===== config.mk =====
export PLATFORM = sky130hd
export DESIGN_NAME = ram_access_unit
export DESIGN_NICKNAME = d
export VERILOG_FILES = /design/src/rtl/ram_access_unit.sv
export SDC_FILE = /design/constraint.sdc
export NUM_CORES = 1
export LEC_CHECK = 0
export CORE_ASPECT_RATIO = 1.5
export CORE_MARGIN = 5
export CORE_UTILIZATION = 41
export CTS_BUF_LIST = sky130_fd_sc_hd__clkbuf_4
export DETAILED_ROUTE_END_ITERATION = 6
export PLACE_DENSITY = 0.76
export SLEW_MARGIN = 20
export SYNTH_ARGS = -nofsm -noshare
export SYNTH_HDL_FRONTEND = slang
export SYNTH_SLANG_ARGS = --single-unit

===== constraint.sdc =====
create_clock -name clk -period 2 [get_ports clk]
set_clock_uncertainty 0.2 [all_clocks]
set_input_delay 0.4 -clock clk [delete_from_list [all_inputs] [get_ports clk]]
set_output_delay 0.4 -clock clk [all_outputs]
set_load 0.02 [all_outputs]

===== src/rtl/ram_access_unit.sv =====
// ram_access_unit
//   Load/store front end for a 256 x 32-bit byte-enabled simple dual-port RAM
//   that has a registered read port. The unit accepts one byte, half or word
//   request at a time on a valid/ready handshake. It turns stores into
//   lane-replicated write data plus byte strobes. It turns loads into a RAM
//   read, then extracts the addressed lane and extends it. Every accepted
//   request produces exactly one response pulse.
//
// Ports
//   clk, rst_n            clock (rising edge), asynchronous active-low reset
//   req_valid/req_ready   request handshake; ready only while idle
//   req_we                1 = store, 0 = load
//   req_size              00 byte, 01 half, 10 word, 11 illegal
//   req_unsigned          zero-extend loads when 1, sign-extend when 0
//   req_addr              byte address
//   req_wdata             right-aligned store data
//   resp_valid            one-cycle response pulse (no back-pressure)
//   resp_rdata            load result, 0 for stores and errors
//   resp_err              misaligned / illegal request flag
//   ram_we/ram_be         RAM write enable and per-byte enables
//   ram_wdata/ram_waddr   RAM write data and word address
//   ram_raddr             RAM read word address (combinational from req_addr)
//   ram_q                 RAM read data, valid one cycle after ram_raddr sampled
module ram_access_unit #(
    parameter int ADDR_WIDTH = 10
) (
    input  logic                  clk,
    input  logic                  rst_n,
    input  logic                  req_valid,
    output logic                  req_ready,
    input  logic                  req_we,
    input  logic [1:0]            req_size,
    input  logic                  req_unsigned,
    input  logic [ADDR_WIDTH-1:0] req_addr,
    input  logic [31:0]           req_wdata,
    output logic                  resp_valid,
    output logic [31:0]           resp_rdata,
    output logic                  resp_err,
    output logic                  ram_we,
    output logic [3:0]            ram_be,
    output logic [31:0]           ram_wdata,
    output logic [ADDR_WIDTH-3:0] ram_waddr,
    output logic [ADDR_WIDTH-3:0] ram_raddr,
    input  logic [31:0]           ram_q
);

    typedef enum logic [1:0] {
        S_IDLE = 2'd0,
        S_WR   = 2'd1,
        S_RD   = 2'd2
    } state_t;

    state_t                state_q, state_d;
    logic                  resp_valid_q, resp_valid_d;
    logic [31:0]           resp_rdata_q, resp_rdata_d;
    logic                  resp_err_q, resp_err_d;
    logic                  ram_we_q, ram_we_d;
    logic [3:0]            ram_be_q, ram_be_d;
    logic [31:0]           ram_wdata_q, ram_wdata_d;
    logic [ADDR_WIDTH-3:0] ram_waddr_q, ram_waddr_d;
    // Load attributes captured at acceptance; the request bus is free to
    // change while the RAM read is in progress.
    logic [1:0]            ld_off_q, ld_off_d;
    logic [1:0]            ld_size_q, ld_size_d;
    logic                  ld_uns_q, ld_uns_d;

    function automatic logic is_bad_req(input logic [1:0] size, input logic [1:0] off);
        logic bad;
        case (size)
            2'b00:   bad = 1'b0;
            2'b01:   bad = off[0];
            2'b10:   bad = (off != 2'b00);
            default: bad = 1'b1;
        endcase
        return bad;
    endfunction

    function automatic logic [3:0] store_be(input logic [1:0] size, input logic [1:0] off);
        logic [3:0] be;
        case (size)
            2'b00:   be = 4'b0001 << off;
            2'b01:   be = off[1] ? 4'b1100 : 4'b0011;
            default: be = 4'b1111;
        endcase
        return be;
    endfunction

    // Replicating the source across all lanes lets the byte enables alone
    // select the destination lane, so no shifter is needed on the write path.
    function automatic logic [31:0] store_data(input logic [1:0] size, input logic [31:0] wdata);
        logic [31:0] d;
        case (size)
            2'b00:   d = {4{wdata[7:0]}};
            2'b01:   d = {2{wdata[15:0]}};
            default: d = wdata;
        endcase
        return d;
    endfunction

    function automatic logic [31:0] load_extract(input logic [1:0]  size,
                                                 input logic [1:0]  off,
                                                 input logic        uns,
                                                 input logic [31:0] q);
        logic [7:0]  b;
        logic [15:0] h;
        logic [31:0] r;
        case (off)
            2'd0:    b = q[7:0];
            2'd1:    b = q[15:8];
            2'd2:    b = q[23:16];
            default: b = q[31:24];
        endcase
        h = off[1] ? q[31:16] : q[15:0];
        case (size)
            2'b00:   r = uns ? {24'b0, b} : {{24{b[7]}}, b};
            2'b01:   r = uns ? {16'b0, h} : {{16{h[15]}}, h};
            default: r = q;
        endcase
        return r;
    endfunction

    // The RAM samples the read address every edge; only the sample taken at
    // load acceptance is consumed, so no register is needed here.
    assign ram_raddr = req_addr[ADDR_WIDTH-1:2];

    assign req_ready  = (state_q == S_IDLE);
    assign resp_valid = resp_valid_q;
    assign resp_rdata = resp_rdata_q;
    assign resp_err   = resp_err_q;
    assign ram_we     = ram_we_q;
    assign ram_be     = ram_be_q;
    assign ram_wdata  = ram_wdata_q;
    assign ram_waddr  = ram_waddr_q;

    always_comb begin
        state_d      = state_q;
        resp_valid_d = 1'b0;
        resp_rdata_d = 32'b0;
        resp_err_d   = 1'b0;
        ram_we_d     = 1'b0;
        ram_be_d     = 4'b0;
        ram_wdata_d  = ram_wdata_q;
        ram_waddr_d  = ram_waddr_q;
        ld_off_d     = ld_off_q;
        ld_size_d    = ld_size_q;
        ld_uns_d     = ld_uns_q;

        case (state_q)
            S_IDLE: begin
                if (req_valid) begin
                    if (is_bad_req(req_size, req_addr[1:0])) begin
                        // Errors answer immediately and never touch the RAM.
                        resp_valid_d = 1'b1;
                        resp_err_d   = 1'b1;
                    end else if (req_we) begin
                        ram_we_d    = 1'b1;
                        ram_be_d    = store_be(req_size, req_addr[1:0]);
                        ram_wdata_d = store_data(req_size, req_wdata);
                        ram_waddr_d = req_addr[ADDR_WIDTH-1:2];
                        state_d     = S_WR;
                    end else begin
                        ld_off_d  = req_addr[1:0];
                        ld_size_d = req_size;
                        ld_uns_d  = req_unsigned;
                        state_d   = S_RD;
                    end
                end
            end
            S_WR: begin
                // The RAM commits the write at the edge that ends this state.
                resp_valid_d = 1'b1;
                state_d      = S_IDLE;
            end
            S_RD: begin
                resp_valid_d = 1'b1;
                resp_rdata_d = load_extract(ld_size_q, ld_off_q, ld_uns_q, ram_q);
                state_d      = S_IDLE;
            end
            default: begin
                state_d = S_IDLE;
            end
        endcase
    end

    // Everything resets asynchronously so a pending write strobe is cancelled
    // the moment reset asserts.
    always_ff @(posedge clk or negedge rst_n) begin
        if (!rst_n) begin
            state_q      <= S_IDLE;
            resp_valid_q <= 1'b0;
            resp_rdata_q <= 32'b0;
            resp_err_q   <= 1'b0;
            ram_we_q     <= 1'b0;
            ram_be_q     <= 4'b0;
            ram_wdata_q  <= 32'b0;
            ram_waddr_q  <= '0;
            ld_off_q     <= 2'b0;
            ld_size_q    <= 2'b0;
            ld_uns_q     <= 1'b0;
        end else begin
            state_q      <= state_d;
            resp_valid_q <= resp_valid_d;
            resp_rdata_q <= resp_rdata_d;
            resp_err_q   <= resp_err_d;
            ram_we_q     <= ram_we_d;
            ram_be_q     <= ram_be_d;
            ram_wdata_q  <= ram_wdata_d;
            ram_waddr_q  <= ram_waddr_d;
            ld_off_q     <= ld_off_d;
            ld_size_q    <= ld_size_d;
            ld_uns_q     <= ld_uns_d;
        end
    end

endmodule


Word-level counts from Yosys, hierarchy flattened
Index checks and enable logic that the tools add are counted.
- register bits: 86
- logic and storage cells: 60
- shift-type cells: 1
- bitwise gates (word level): 2
- reductions and logical operators: 9
- multiplexer cells: 28
- equality and inequality tests: 9
- operators with widths (cell ; count):
    32-bit one-hot mux with 2 select lines ; 2
    32-bit 2-to-1 mux ; 3
    8-bit one-hot mux with 3 select lines ; 1
    4-bit 2-to-1 mux ; 5
    16-bit 2-to-1 mux ; 1
    1-bit 2-to-1 mux ; 9
    2-bit by 1-bit equality test with 1-bit output, second input constant ; 4
    2-bit zero test ; 4
    2-bit 2-to-1 mux ; 4
    4-bit one-hot mux with 2 select lines ; 1
    4-bit AND reduction ; 2
    2-bit equality test, second input constant ; 3
    2-bit inequality test, second input constant ; 2
    1-bit by 2-bit left shift with 4-bit output, first input constant ; 1
    1-bit one-hot mux with 3 select lines ; 1
    1-bit NOT ; 2
    1-bit one-hot mux with 2 select lines ; 1
    2-bit AND reduction ; 1
    2-bit nonzero test ; 1
    2-bit OR reduction ; 1

Longest topological paths before layout
- depth after elaboration: 7
- mapped depth: 8
- mapped depth without buffers: 5

Worst setup path after synthesis
No wires, ideal clock.
- path kind: register -> register
- from: register state_q[0]
- to: register ram_waddr_q[0], in the netlist ram_waddr[0]
- path slack: 0.012 ns
- data required time: 1.675 ns
- cell stages (with the launch flop): 7
- path buffers: 1
- arrival time: 1.663 ns
- cells stage by stage: dfrtp_1 -> inv_1 -> ha_1 -> o2111ai_4 -> inv_6 -> buf_12 -> mux2_4
- longest elaborated chain between the ends: 2
- RTL lines (element ; line ; text):
    start: declaration ; 53 ; state_t state_q, state_d;
    start signal: assignment ; 201 ; state_q <= state_d;
    2-bit zero test ; n/a ;
    named net req_ready ; 30 ; output logic req_ready,
    4-bit AND reduction (no line) ; n/a ;
    end signal: assignment ; 208 ; ram_waddr_q <= ram_waddr_d;
    end: declaration ; 60 ; logic [ADDR_WIDTH-3:0] ram_waddr_q, ram_waddr_d;
The timed path passes the listed nets, and every way through them passes these cells.
A chain may end at the register's enable or synchronous reset.

Worst setup path in the final report
- from: register resp_rdata_q[5], in the netlist resp_rdata[5]
- to: output resp_rdata[5]
- RTL lines (element ; line ; text):
    start: declaration ; 55 ; logic [31:0] resp_rdata_q, resp_rdata_d;
    start signal: assignment ; 203 ; resp_rdata_q <= resp_rdata_d;
    end: declaration ; 37 ; output logic [31:0] resp_rdata,
No word-level cell between the ends.

==> flow_metrics.env <==
export IMPL_timing_critical_path_from_type="register"
export IMPL_layout_drive_gt1_share=0.230
export IMPL_clk_transition_reported_paths_ns=0.15
export IMPL_core_area_um2=10500
export IMPL_worstSkewPairLatency_ns=0.45
export IMPL_synth_largest_area_cell="dfrtp_1"
export IMPL_violation_count_after_the_first_detailed_routing_iteration=131
export IMPL_design_final_nets=645
export IMPL_critical_path_cell_chain="clkdlybuf4s50_1"
export IMPL_gp_congestion=0.872
export IMPL_area_delta_synth_final_pct=47.1
export IMPL_initial_utilization=0.419
export IMPL_via_count=3603
export IMPL_i_o_pin_total=169
export IMPL_synth_cells=371
export IMPL_maximum_number_of_pins_on_one_net_before_global_route_repair=87
export IMPL_power_switching_mw=2.99
export IMPL_antennaDiodeCount=0
export IMPL_worst_slew_margin_rel=0.677
export IMPL_p_leak_nw=3.18
export IMPL_pre_cts_slack_ns=-0.316
export IMPL_cp_slowest_stage_delay_ns=0.59
export IMPL_cts_sinks=86
export IMPL_area_enclosed_by_the_die_boundary_um2=13000
export IMPL_dpl_hpwl_um=9730
export IMPL_synth_net_count=455
export IMPL_post_synth_top_count_cell="dfrtp_1"
export IMPL_unrepaired_setup_endpoints_after_global_routing="no"
export IMPL_layout_area_seq_um2=2150
export IMPL_cts_root_buffer="clkbuf_4"
export IMPL_synthTopCellsByCount="dfrtp_1 (86), mux2_4 (34), mux2_2 (28)"
export IMPL_grt_first_pass_wirelength_um=20400
export IMPL_max_clock_freq_ghz=0.513
export IMPL_crit_family="buffers and inverters"
export IMPL_placement_rows=46
export IMPL_r2r_slack_ns=0.11
export IMPL_worst_ep_arrival_time_ns=1.35
export IMPL_sequential_cell_fraction_of_total_power=0.359
export IMPL_number_of_synthesized_register_bits=86
export IMPL_ir_drop_uv=708
export IMPL_tritoncts="built"
export IMPL_dieWidth_um=94.7
export IMPL_drc=0
export IMPL_cell_internal_pwr_mw=4.44
export IMPL_drv_cap=0
export IMPL_period_needed_ns=1.95
export IMPL_antenna_violations_before_repair=0
export IMPL_netlist_area_leader_share=0.488
export IMPL_ff2ff_path_depth=6
export IMPL_cts_htree_levels=3
export IMPL_worstSetupPathType="reg -> out"
export IMPL_cp_num_buf_inv=1
export IMPL_swShare=0.402
export IMPL_drtPass1Iterations=4
export IMPL_timing_hold_ws_ns=0.254
export IMPL_gr_total_overflow=0
export IMPL_synth_cell_types=37
export IMPL_crit_path_max_fanout=1
export IMPL_synthesis_area_um2=4410
export IMPL_crit_path_end_kind="output pin"
export IMPL_power_density_cell_area_nw_per_um2=1150
export IMPL_finalHoldViolCount=0
export IMPL_yosysSeqAreaShare=0.488
export IMPL_die_h_um=137
export IMPL_timing_critical_path_slowest_stage_cell="clkdlybuf4s50_1"
export IMPL_timing_worst_slew_pin_value_ns=0.485
export IMPL_synthesis_yosys_warnings=0
export IMPL_post_layout_total_power_mw=7.43
export IMPL_multiInputGateArea_um2=2000
export IMPL_final_count_of_negative_setup_slack_endpoints=0
export IMPL_timing_hold_worst_class="in -> async"
export IMPL_synthArstFlopShare=1.00
export IMPL_cts_inserted_buffers=9
export IMPL_drv_slew=0
export IMPL_worstSetupPathDepth=1
export IMPL_first_global_vias=4049
export IMPL_drt_wirelength_per_cell_um=18.0
export IMPL_avgViaCountPerCell=5.07
export IMPL_synth_area_top_cells="dfrtp_1 (49%), mux2_4 (12%), mux2_2 (7.2%)"
export IMPL_clkPwrFrac=0.120
export IMPL_route_antenna_remaining_nets=0
export IMPL_clockBufferDepth=2
export IMPL_run_status="finished, final reports clean"
export IMPL_fillers=903
export IMPL_timing_final_ws_setup_ns=0.0507
export IMPL_io_buffer_count=168
export IMPL_power_combinational_fraction=0.521
export IMPL_postSynth_topFlopCell="dfrtp_1"
export IMPL_grt_use_total=0.205
export IMPL_post_synth_cell_area_avg_um2=11.9
export IMPL_period_share=0.975
export IMPL_totalWireLength_um=12800
export IMPL_layout_core_utilization=0.616
export IMPL_synth_enable_flop_cells=0
export IMPL_critPathRequiredTime_ns=1.40
flip-flops by register name (all words and copies together) (netlist names):
name	flops
resp_rdata	32
ld_uns_q	1
ld_off_q	2
resp_err	1
ram_be	4
ram_wdata	32
resp_valid	1
ram_we	1
ld_size_q	2
ram_waddr	8
state_q	2
power by group through the flow:
stage | Clock, mW | Combinational [mW] | Sequential [mW]
2_1_floorplan | 0 | 1.65 | 3.33
3_3_place_gp | 0 | 4.15 | 2.71
3_5_place_dp | 0 | 4.26 | 2.70
4_1_cts | 0.918 | 3.88 | 2.68
5_1_grt | 1.01 | 4.15 | 2.76
6_report | 0.890 | 3.87 | 2.67
area by class of cell:
class                   instances  share of cell area
multi-input cells             243               0.309
clock inverters                 7             0.00733
well taps                     144              0.0278
inverters                       9             0.00598
clock buffers                   9              0.0104
repair buffers                212               0.308
flip-flops and latches         86               0.332
metal layers:
metal,vias to the layer above,share of wire,wire (um),GRT usage
met5,-,0,0,0
met4,0,0.017,218,0.0690
met3,16,0.073,938,0.0572
met2,142,0.54,6910,0.370
met1,1747,0.37,4720,0.228
li1,1698,-,-,-
worst paths after layout:
| kind | from | to |
|---|---|---|
| setup / recovery | resp_rdata[5] | resp_rdata[5] |
| hold / removal | rst_n | ram_waddr[5] |
| setup reg to reg | state_q[0] | resp_rdata[26] |
| hold reg to reg | ram_wdata[19] | ram_wdata[19] |
| max in group asynchronous | rst_n | ld_off_q[1] |
| min in group clk | ram_wdata[19] | ram_wdata[19] |
metrics by stage:
step / std cells / TNS [ns] / cell area (um2)
2_1_floorplan: 371 / 0 / 4410
3_3_place_gp: 693 / -14.90 / 6440
3_5_place_dp: 693 / -16.68 / 6440
4_1_cts: 710 / 0 / 6460
5_1_grt: 710 / 0 / 6480
6_report: 710 / 0 / 6480
cells by family (layout without fill, tap and decap cells):
group / after synthesis / count (layout) / share of synthesized area
AOI/OAI and AO/OA: 78 / 78 / 0.113
adders and majority gates: 3 / 3 / 0.00852
buffers and inverters: 42 / 237 / 0.0605
DFF: 86 / 86 / 0.488
muxes: 80 / 80 / 0.231
and+or+nand+nor: 82 / 82 / 0.0985
cell usage in the layout (no fill, tap or decap), drive strengths merged, types with 12 or more instances in the layout:
cell type / n
dfrtp: 86
dlygate4sd2: 81
clkdlybuf4s50: 80
mux2: 62
buf: 45
nand2: 27
nor2: 20
o21ai: 20
mux2i: 17
o22ai: 16
a31oi: 16
a21oi: 12
worst min-delay path, delay by kind of cell:
family                 cells  cell delay (ns)
buffers and inverters      3             0.96
timing repair:
item,4_1_cts,5_1_grt
setup buffers,0,0
resized for setup,86,7
endpoints found under the hold margin,86,0
hold buffers,1,0
endpoints found under the setup margin,82,6
Power figures use the tool's default switching activity.
